==> src/rtl/peak_detector.sv <==
`default_nettype none
// +------------------------------------------------------------------------+
// | Module  : peak_detector                                                |
// | Purpose : Per-frame maximum search over a magnitude stream; reports    |
// |           peak value and its valid-sample index once per frame.        |
// | Option  : PEAK_DETECTOR_THRESHOLD_EN adds threshold / peakDetected.    |
// | Revision: 1.0 - initial release                                        |
// +------------------------------------------------------------------------+
module peak_detector #(
    parameter int DATA_WIDTH   = 18,
    parameter int FRAME_LENGTH = 1024,
    parameter int INDEX_WIDTH  = 10
) (
    input  logic                   clock,
    input  logic                   reset,
    input  logic                   enable,
    input  logic                   dataInValid,
    input  logic [DATA_WIDTH:0]    dataIn,
`ifdef PEAK_DETECTOR_THRESHOLD_EN
    input  logic [DATA_WIDTH:0]    threshold,
    output logic                   peakDetected,
`endif
    output logic [DATA_WIDTH:0]    peakValue,
    output logic [INDEX_WIDTH-1:0] peakIndex,
    output logic                   peakValid,
    output logic                   busy
);

    typedef enum logic [1:0] {
        ST_IDLE   = 2'd0,
        ST_SEARCH = 2'd1,
        ST_REPORT = 2'd2
    } state_t;

    localparam logic [INDEX_WIDTH-1:0] c_LAST = INDEX_WIDTH'(FRAME_LENGTH - 1);
    localparam logic [INDEX_WIDTH-1:0] c_ONE  = INDEX_WIDTH'(1);

    state_t                 r_state;
    logic [DATA_WIDTH:0]    r_runMax;
    logic [INDEX_WIDTH-1:0] r_runIdx;
    logic [INDEX_WIDTH-1:0] r_count;
    logic [DATA_WIDTH:0]    r_peakValue;
    logic [INDEX_WIDTH-1:0] r_peakIndex;
    logic                   r_peakValid;
    logic                   r_busy;

    always_ff @(posedge clock) begin
        if (reset) begin
            r_state     <= ST_IDLE;
            r_runMax    <= '0;
            r_runIdx    <= '0;
            r_count     <= '0;
            r_peakValue <= '0;
            r_peakIndex <= '0;
            r_peakValid <= 1'b0;
            r_busy      <= 1'b0;
        end else begin
            r_peakValid <= 1'b0;
            case (r_state)
                ST_IDLE: begin
                    if (enable) begin
                        r_state  <= ST_SEARCH;
                        r_busy   <= 1'b1;
                        r_runMax <= '0;
                        r_runIdx <= '0;
                        r_count  <= '0;
                    end
                end
                ST_SEARCH: begin
                    if (dataInValid) begin
                        // Strict compare keeps the first occurrence on ties.
                        if (dataIn > r_runMax) begin
                            r_runMax <= dataIn;
                            r_runIdx <= r_count;
                        end
                        if (r_count == c_LAST) begin
                            r_state <= ST_REPORT;
                            r_count <= '0;
                        end else begin
                            r_count <= r_count + c_ONE;
                        end
                    end
                end
                ST_REPORT: begin
                    r_peakValue <= r_runMax;
                    r_peakIndex <= r_runIdx;
                    r_peakValid <= 1'b1;
                    r_runMax    <= '0;
                    r_runIdx    <= '0;
                    r_count     <= '0;
                    if (enable) begin
                        r_state <= ST_SEARCH;
                        r_busy  <= 1'b1;
                    end else begin
                        r_state <= ST_IDLE;
                        r_busy  <= 1'b0;
                    end
                end
                default: begin
                    r_state <= ST_IDLE;
                    r_busy  <= 1'b0;
                end
            endcase
        end
    end

`ifdef PEAK_DETECTOR_THRESHOLD_EN
    logic                w_start;
    logic [DATA_WIDTH:0] r_threshold;
    logic                r_peakDetected;

    // Threshold is latched only on the edge a new frame search begins.
    assign w_start = enable && ((r_state == ST_IDLE) || (r_state == ST_REPORT));

    always_ff @(posedge clock) begin
        if (reset) begin
            r_threshold    <= '0;
            r_peakDetected <= 1'b0;
        end else begin
            if (r_state == ST_REPORT) begin
                r_peakDetected <= (r_runMax >= r_threshold);
            end
            if (w_start) begin
                r_threshold <= threshold;
            end
        end
    end

    assign peakDetected = r_peakDetected;
`else
    // No threshold comparison in this build.
`endif

    assign peakValue = r_peakValue;
    assign peakIndex = r_peakIndex;
    assign peakValid = r_peakValid;
    assign busy      = r_busy;

endmodule
`default_nettype wire

==> config.mk <==
export PLATFORM = sky130hd
export DESIGN_NAME = peak_detector
export DESIGN_NICKNAME = d
export VERILOG_FILES = /design/src/rtl/peak_detector.sv
export SDC_FILE = /design/constraint.sdc
export NUM_CORES = 1
export LEC_CHECK = 0
export BUFFER_PORTS_ARGS = -buffer_cell sky130_fd_sc_hd__buf_2
export CORE_UTILIZATION = 50
export DETAILED_ROUTE_END_ITERATION = 6
export HOLD_SLACK_MARGIN = 0.1
export PLACE_DENSITY = 0.76
export SLEW_MARGIN = 5
export SYNTH_ARGS = -nofsm -noshare
export SYNTH_HDL_FRONTEND = slang
export SYNTH_SLANG_ARGS = --single-unit
==> constraint.sdc <==
create_clock -name clock -period 2.2 [get_ports clock]
set_clock_uncertainty 0.15 [all_clocks]
set_input_delay 0.44 -clock clock [delete_from_list [all_inputs] [get_ports clock]]
set_output_delay 0.44 -clock clock [all_outputs]
set_load 0.02 [all_outputs]
==> impl_metrics.py <==
metrics = {
    "outcome": {
        "status": "complete, but fails checks",
        "violations": "negative setup slack",
    },
    "global_routing": {
        "grt_pass1_vias": 2609,
        "track_usage_pct": 24.6,
        "grt_first_pass_wirelength_microns": 11800,
        "grt_max_degree": 37,
        "antenna_found_initial": 0,
        "grt_overflow": 0,
    },
    "worst_setup_path": {
        "endpoint_kind": "register",
        "cp_max_fo": 6,
        "slowest_delay_ps": 350,
        "required_ps": 2350,
        "crit_slowest_cell": "dfxtp_2",
        "start_kind": "register",
        "crit_arrival_ps": 2410,
        "path_class": "reg2reg",
        "r2r_setup_slack_ps": -60,
        "cp_cell_sequence": "inv_2 -> ha_4 -> nand4_1 -> nor4_4 -> nand3_1 -> o21a_1 -> o32ai_4 -> buf_6 -> buf_12 -> a22o_1",
    },
    "synth": {
        "syn_avg_cell_area_sq_um": 8.93,
        "syn_area_sq_um": 3010,
        "ys_warn_count": 0,
        "ys_seq_elements": 72,
        "synth_compound_area_share_pct": 19.8,
        "muxShareOfSynthArea_pct": 0,
        "synthXorXnorAreaFrac_pct": 2.04,
        "yosys.area_share.simple_pct": 16.7,
        "ys_types": 33,
        "synth_top_family_by_area": "compound AO/OA/AOI/OAI gates",
        "synthAdderAreaFrac_pct": 8.31,
        "synth_nets": 380,
        "synth_cells": 337,
        "ys_seq_area_share_pct": 47.9,
    },
    "finish": {
        "final_cell_mix": "nand2_1, dfxtp_1, buf_2",
        "layout_commonest_cell": "nand2_1",
        "fin_nets": 460,
        "fin_util_pct": 69.6,
        "multi_input_area_sq_um": 1540,
        "nFillCells": 407,
        "area_delta_synth_final_pct": 30.4,
        "n_antenna_cell": 0,
        "register_area_sq_um": 1450,
        "drive_above_1_share_pct": 31.8,
        "final_cells": 494,
    },
    "power": {
        "vdd_drop_max_v": 0.000385,
        "power_density_nw_per_um2": 680,
        "finalPower_mw": 2.67,
        "p_leak_nw": 1.63,
    },
    "timing": {
        "post-route-period-util_pct": 103,
        "min_period_ps": 2260,
        "relSlewSlack_pct": 60.7,
        "fmax_mhz": 442,
        "hold_viol": 0,
        "tns_ps": -788,
        "tightest_slew_ps": 588,
        "drv_slew": 0,
        "rsz0062_at_grt": "yes",
        "fin_ws_ps": -61.6,
        "setup_viol": 18,
    },
    "detailed_routing": {
        "drcViolationCount": 0,
        "routed.top_layer": "met4",
        "first_pass_iters": 4,
        "vias": 2707,
        "vias_per_cell": 5.48,
        "dr_wl_met3_microns": 479,
        "wl_met2_microns": 3370,
        "routed_wirelength_microns": 7380,
        "final_antenna_net_count": 0,
        "wl_met1_microns": 3280,
        "wire_per_inst_microns": 14.9,
        "drtIter0Drc": 164,
    },
    "clocking": {
        "h-tree-depth": 3,
        "cts_made_buffers": 9,
        "clk_latency_ps": 350,
        "tritoncts": "done",
        "cts_hold_buf": 0,
        "clkTransAtPathRegs_ps": 80,
        "cts_max_path_buffers": 2,
        "cts.sinks": 72,
        "cts_root_buf": "clkbuf_8",
    },
    "floorplanning": {
        "die_area_sq_um": 6340,
        "fp.dieH_microns": 79.6,
        "num_io_pins": 54,
        "die_x_microns": 79.6,
        "core_sq_um": 5640,
        "rows": 27,
        "initial_utilization_pct": 53.4,
    },
    "flow_run": {
        "maxCapViolations": 0,
    },
    "place": {
        "io_buffers": 53,
        "place.gp.congestion": 0.799,
        "dp.final_hpwl_microns": 4610,
        "dp_cells": 468,
    },
    "worst_hold_path": {
        "hold_class": "in2reg",
    },
}
## stage by stage
stage	instance area, sq um	hold WS, ps	setup WS, ps
4_1_cts	3930	158	-43.6
3_5_place_dp	3530	294	-267
3_3_place_gp	3530	289	-167
6_report	3930	165	-61.6
2_1_floorplan	3050	282	15.8
5_1_grt	3930	164	-151
## state kept, by name, indices dropped and copies added, names as in the netlist
signal	cells
peakValid	1
busy	1
peakIndex	10
r_runIdx	10
r_state	2
r_runMax	19
r_count	10
peakValue	19
## cell families (layout without fill, tap and decap cells)
logic type	after synthesis	after routing
and+or+nand+nor	114	114
adders and majority gates	20	20
DFF	72	72
xor gates and xnor gates	7	7
AOI/OAI and AO/OA	88	88
buffers and inverters	36	121
## worst paths after layout
| path | start | endpoint | cells past startpoint |
|---|---|---|---|
| max | r_runMax[7]$_SDFFE_PP0P_ | r_runMax[2]$_SDFFE_PP0P_ | 10 |
| min | dataIn[4] | r_runMax[4]$_SDFFE_PP0P_ | 2 |
| max reg2reg | r_runMax[7]$_SDFFE_PP0P_ | r_runMax[2]$_SDFFE_PP0P_ | 10 |
| min reg2reg | peakValue[12]$_SDFFE_PP0P_ | peakValue[12]$_SDFFE_PP0P_ | 2 |
## layer usage
layer,track usage (%),vias up
met5,0,-
met4,14.4,0
met3,5.49,27
met2,38.6,111
li1,-,1325
met1,30.7,1244
## where the power goes
part / internal [mW] / leakage [nW] / switching (mW)
clock network: 0.430 / 0.0923 / 0.551
logic: 0.165 / 0.953 / 0.184
registers: 1.32 / 0.586 / 0.0179
## repair_timing
item / 4_1_cts / 5_1_grt
buffers inserted: 7 / 2
cloned: 2 / 0
pin swaps: 16 / 21
gates resized for setup: 25 / 8
endpoints found under the setup margin: 29 / 29
## critical path: cells and delay by family, from the launching register on
family | cells | cell delay, ps
adder cells (fa/ha/maj) | 1 | 250
AND/OR/NAND/NOR | 3 | 590
flip-flops | 1 | 350
buffers and inverters | 3 | 330
AO/OA/AOI/OAI | 3 | 530
## cell type report
cell class / count / area share, %
clock buffers: 9 / 3.15
well taps: 72 / 2.29
inverters: 20 / 1.91
clock inverters: 7 / 1.59
flip-flops and latches: 72 / 37.0
multi-input cells: 229 / 39.3
repair buffers: 85 / 14.7
## synthesized netlist by cell type
cell type | instances | share of area [%]
o2111a_1 | 1 | 0.37
nand2b_1 | 5 | 1.0
inv_1 | 20 | 2.5
a41oi_1 | 1 | 0.29
a22oi_1 | 1 | 0.25
o2111ai_1 | 1 | 0.29
nand3_1 | 10 | 1.7
xor2_1 | 6 | 1.7
a21o_1 | 2 | 0.50
xnor2_1 | 1 | 0.29
nor3_1 | 1 | 0.17
a221oi_1 | 1 | 0.29
nor4_4 | 1 | 0.71
dfxtp_1 | 72 | 48
clkbuf_1 | 11 | 1.4
nor2b_1 | 1 | 0.21
nand3_2 | 1 | 0.33
nand2_1 | 73 | 9.1
buf_6 | 3 | 1.1
a2bb2oi_1 | 1 | 0.29
and3_1 | 5 | 1.0
o32ai_2 | 1 | 0.54
buf_2 | 2 | 0.33
ha_1 | 20 | 8.3
a21oi_1 | 40 | 6.6
or3_1 | 1 | 0.21
nor2_1 | 14 | 1.7
nand4_1 | 1 | 0.21
and2b_1 | 1 | 0.25
o21a_1 | 2 | 0.50
a31oi_1 | 1 | 0.21
a22o_1 | 29 | 8.4
o21ai_0 | 7 | 1.2
No activity file was read; power rests on OpenSTA's default activity.
